**src/rtl/mont_const_gen.sv**
```systemverilog
`default_nettype none
// mont_const_gen: produces R^2 mod P (R = 2^WIDTH) by 2*WIDTH rounds of
// doubling with conditional subtraction, starting from a remainder of 1.
module mont_const_gen #(
  parameter int WIDTH = 8
) (
  input  logic             clk,
  input  logic             rst,
  input  logic             start,
  input  logic [WIDTH-1:0] P,
  output logic             busy,
  output logic             done,
  output logic             err,
  output logic [WIDTH-1:0] const_out
);

  localparam int            CW   = $clog2(2 * WIDTH) + 1;
  localparam logic [CW-1:0] LAST = CW'(2 * WIDTH - 1);

  typedef enum logic [1:0] {
    IDLE = 2'd0,
    CALC = 2'd1,
    DONE = 2'd2
  } state_t;

  state_t           state_q;
  logic [WIDTH-1:0] p_q;
  logic [WIDTH-1:0] const_q;
  logic [WIDTH:0]   r_q;
  logic [WIDTH:0]   r_d;
  logic [CW-1:0]    cnt_q;
  logic             busy_q;
  logic             done_q;
  logic             err_q;
  logic [WIDTH+1:0] t;
  logic [WIDTH+1:0] p_ext;
  logic             p_valid;

  // r < P holds throughout, so 2r < 2P always fits in WIDTH+2 bits
  always_comb begin
    t     = {r_q, 1'b0};
    p_ext = {2'b00, p_q};
    r_d   = (t >= p_ext) ? (WIDTH + 1)'(t - p_ext) : t[WIDTH:0];
  end

  assign p_valid = P[0] && (P != WIDTH'(1));

  always_ff @(posedge clk or posedge rst) begin
    if (rst) begin
      state_q <= IDLE;
      p_q     <= '0;
      const_q <= '0;
      r_q     <= '0;
      cnt_q   <= '0;
      busy_q  <= 1'b0;
      done_q  <= 1'b0;
      err_q   <= 1'b0;
    end else begin
      case (state_q)
        IDLE: begin
          done_q <= 1'b0;
          if (start) begin
            p_q    <= P;
            err_q  <= 1'b0;
            busy_q <= 1'b1;
            cnt_q  <= '0;
            r_q    <= (WIDTH + 1)'(1);
            if (p_valid) begin
              state_q <= CALC;
            end else begin
              err_q   <= 1'b1;
              const_q <= '0;
              done_q  <= 1'b1;
              state_q <= DONE;
            end
          end
        end
        CALC: begin
          r_q   <= r_d;
          cnt_q <= cnt_q + CW'(1);
          if (cnt_q == LAST) begin
            const_q <= r_d[WIDTH-1:0];
            done_q  <= 1'b1;
            state_q <= DONE;
          end
        end
        DONE: begin
          done_q  <= 1'b0;
          busy_q  <= 1'b0;
          state_q <= IDLE;
        end
        default: state_q <= IDLE;
      endcase
    end
  end

  assign busy      = busy_q;
  assign done      = done_q;
  assign err       = err_q;
  assign const_out = const_q;

endmodule
`default_nettype wire

```
**config.mk**
```make
export PLATFORM = sky130hd
export DESIGN_NAME = mont_const_gen
export DESIGN_NICKNAME = d
export VERILOG_FILES = /design/src/rtl/mont_const_gen.sv
export SDC_FILE = /design/constraint.sdc
export NUM_CORES = 1
export LEC_CHECK = 0
export ABC_AREA = 1
export BUFFER_PORTS_ARGS = -buffer_cell sky130_fd_sc_hd__buf_2
export CORE_MARGIN = 4
export CORE_UTILIZATION = 58
export DETAILED_ROUTE_END_ITERATION = 6
export HOLD_SLACK_MARGIN = 0.08
export MAX_ROUTING_LAYER = met4
export PLACE_DENSITY = 0.77
export SETUP_SLACK_MARGIN = 0.2
export SLEW_MARGIN = 5
export SYNTH_ARGS = -nofsm -noshare
export SYNTH_HDL_FRONTEND = slang
export SYNTH_SLANG_ARGS = --single-unit
export TNS_END_PERCENT = 100
```
**constraint.sdc**
```tcl
create_clock -name clk -period 2.05 [get_ports clk]
set_clock_uncertainty 0.05 [all_clocks]
set_input_delay 0.41 -clock clk [delete_from_list [all_inputs] [get_ports clk]]
set_output_delay 0.41 -clock clk [all_outputs]
set_load 0.02 [all_outputs]
```
==> flow_summary.json <==
{
  "outcome": "complete, no violations",
  "cts.clk_slew.worst_paths_ns": 0.08,
  "crit_required_ns": 2.16,
  "num_vias": 1897,
  "r2r_cells": 12,
  "place_inst": 349,
  "gp_congestion": 0.880,
  "rows": 21,
  "dieArea_sq_um": 4710,
  "slew_violations": 0,
  "endpoint_kind": "flop",
  "clkLatencyLatePin_ns": 0.29,
  "netlist_instances": 280,
  "ant_nets": 0,
  "cts.sink_count": 35,
  "ys_seq_area_frac": 0.411,
  "cts_made_buffers": 5,
  "cp_max_fo": 8,
  "ioPinCount": 22,
  "first_pass_iters": 4,
  "holdCritPathClass": "in -> async",
  "min_period_over_period": 0.880,
  "crit_slowest_cell": "dfrtp_1",
  "synth_top_cell_area_share": 0.411,
  "die_w_microns": 68.6,
  "syn_avg_cell_area_sq_um": 7.61,
  "grt_util_all_layers": 0.228,
  "areaGrowthSynthToFinish_pct": 21.7,
  "setup_viol": 0,
  "slew_headroom": 0.711,
  "drc": 0,
  "layout.nets": 342,
  "fin_area_sq_um": 2590,
  "drv_cap": 0,
  "fmaxAchievable_mhz": 555,
  "finalNonFillerCells": 363,
  "drive_above_1_share": 0.265,
  "tritoncts": "built",
  "rsz0062_at_grt": "yes",
  "core_sq_um": 3440,
  "syn_area_sq_um": 2130,
  "hpwlAfterDp_microns": 3430,
  "yosysWarnings": 0,
  "ys_types": 29,
  "syn_nets": 306,
  "start_util": 0.619,
  "grt_pass1_wl_microns": 7670,
  "tns_ns": 0,
  "worstMarginPinSlew_ns": 0.434,
  "io_buffers": 21,
  "max_stage_delay_ns": 0.41,
  "grt_pass1_vias": 1726,
  "ctsHoldBuffers": 0,
  "cp-start-kind": "flop",
  "synth_seq_cells": 35,
  "fin_crit_ns": 1.80,
  "grt_max_degree": 36,
  "arrival_ns": 1.92,
  "critical_path.cell_chain": "inv_2 > fa_2 > inv_2 > nand3_2 > nand2_2 > nand2_4 > nand2_4 > nor2_8 > nand2_2 > o21ai_2 > nand2_1 > nand2_1",
  "clockBufferDepth": 2,
  "insertedDiodeCount": 0,
  "path_class": "reg -> reg",
  "overflow": 0,
  "wire_per_inst_microns": 13.2,
  "drtIter0Drc": 152,
  "via_per_inst": 5.23,
  "htree_levels": 2,
  "antenna_found_initial": 0,
  "placed_area_sq_um": 2320,
  "hold_ws_ns": 0.156,
  "routed_wl_microns": 4780,
  "hold_violations": 0,
  "ctsRootBufferMaster": "clkbuf_8",
  "fillers": 266,
  "fp.dieH_microns": 68.6,
  "yosys.area.top_type": "dfrtp_1",
  "netlist_top_cells_area": "dfrtp_1 41%, nand2_1 16%, ha_1 8.2%"
}
## cells in the final DEF (no fill, tap or decap), drive strengths merged
master    count
nand2        95
inv          49
dfrtp        35
buf          33
nand3        17
nor2         17
o21ai        16
ha           14
nand4        11
a21oi        10
clkbuf        7
o22ai         3
xor2          2
or2           1
xnor2         1
nor3          1
nand3b        1
a31oi         1
a22o          1
fa            1
clkinvlp      1
## layout make-up
class / instances / area (sq um) / area share
clock buffers: 7 / 96.3 / 0.0371
clock inverters: 1 / 7.51 / 0.00289
inverters: 49 / 186 / 0.0719
multi-input cells: 192 / 1170 / 0.452
flip-flops and latches: 35 / 877 / 0.338
well taps: 46 / 57.6 / 0.0222
repair buffers: 33 / 195 / 0.0753
## metal layers
metal  vias up  GRT usage  wire length, microns
li1        960          -                     -
met1       876      0.278                  2160
met2        47      0.358                  2330
met3        14     0.0519                   150
met4         0      0.104                   144
met5         -          -                     0
## critical path: cells and delay by family, from the launching register on
kind                       cells  cell delay (ns)
AOI/OAI and AO/OA              1             0.06
and+or+nand+nor                8             0.61
adders and majority gates      1             0.40
buffers and inverters          2             0.15
DFF                            1             0.41
## per-stage QoR
step | util | setup slack, ns
after floorplan | - | 0.368
after global placement | 0.675 | 0.244
after detailed placement | 0.675 | 0.216
after CTS | 0.713 | 0.203
after global routing | 0.754 | 0.127
final | 0.754 | 0.247
## worst paths after layout
| kind | start | to | slack (ns) |
|---|---|---|---|
| setup / recovery | r_q[0]$_DFFE_PP0P_ | r_q[4]$_DFFE_PP0P_ | 0.25 |
| hold reg to reg | const_out[0]$_DFFE_PP0P_ | const_out[0]$_DFFE_PP0P_ | 0.43 |
| hold / removal | rst | const_out[1]$_DFFE_PP0P_ | 0.16 |
| min in group clk | P[7] | p_q[7]$_DFFE_PP0P_ | 0.32 |
| setup reg to reg | r_q[0]$_DFFE_PP0P_ | r_q[4]$_DFFE_PP0P_ | 0.25 |
| max in group asynchronous | rst | p_q[0]$_DFFE_PP0P_ | 1.46 |
## Yosys cell counts
library cell	instances
nand3_1	15
o21ai_0	14
nor2_1	14
nor2_2	2
nand3_2	2
fa_1	1
nor2_8	1
nand2_4	1
dfrtp_1	35
nand2_2	6
nor3_1	1
a21oi_1	8
or2_2	1
inv_2	7
xor2_1	2
xnor2_1	1
o22ai_1	3
a21oi_4	1
clkbuf_1	3
o21ai_2	2
inv_1	42
nand3b_1	1
nand2_1	88
buf_2	1
a21oi_2	1
nand4_1	11
a22o_1	1
a31oi_1	1
ha_1	14
## cells by family after synthesis
kind of cell,synth area share
compound gates,0.0875
flops,0.411
fa+ha+maj,0.0916
buf+inv,0.0940
xor+xnor,0.0123
simple gates,0.304
## registers in the layout, summed over array words and instances, names as in the netlist
signal     count
p_q            8
state_q        2
cnt_q          5
const_out      8
err            1
busy           1
done           1
r_q            9
## timing repair
item | CTS | global route
setup buffers | 0 | 6
cloned | 0 | 0
resized for setup | 3 | 22
pin swaps | 1 | 12
endpoints found under the setup margin | 12 | 18
Power is left out: the tool's default activity adds up to more than one toggle a clock period on the data nets, which glitch-free logic cannot reach.
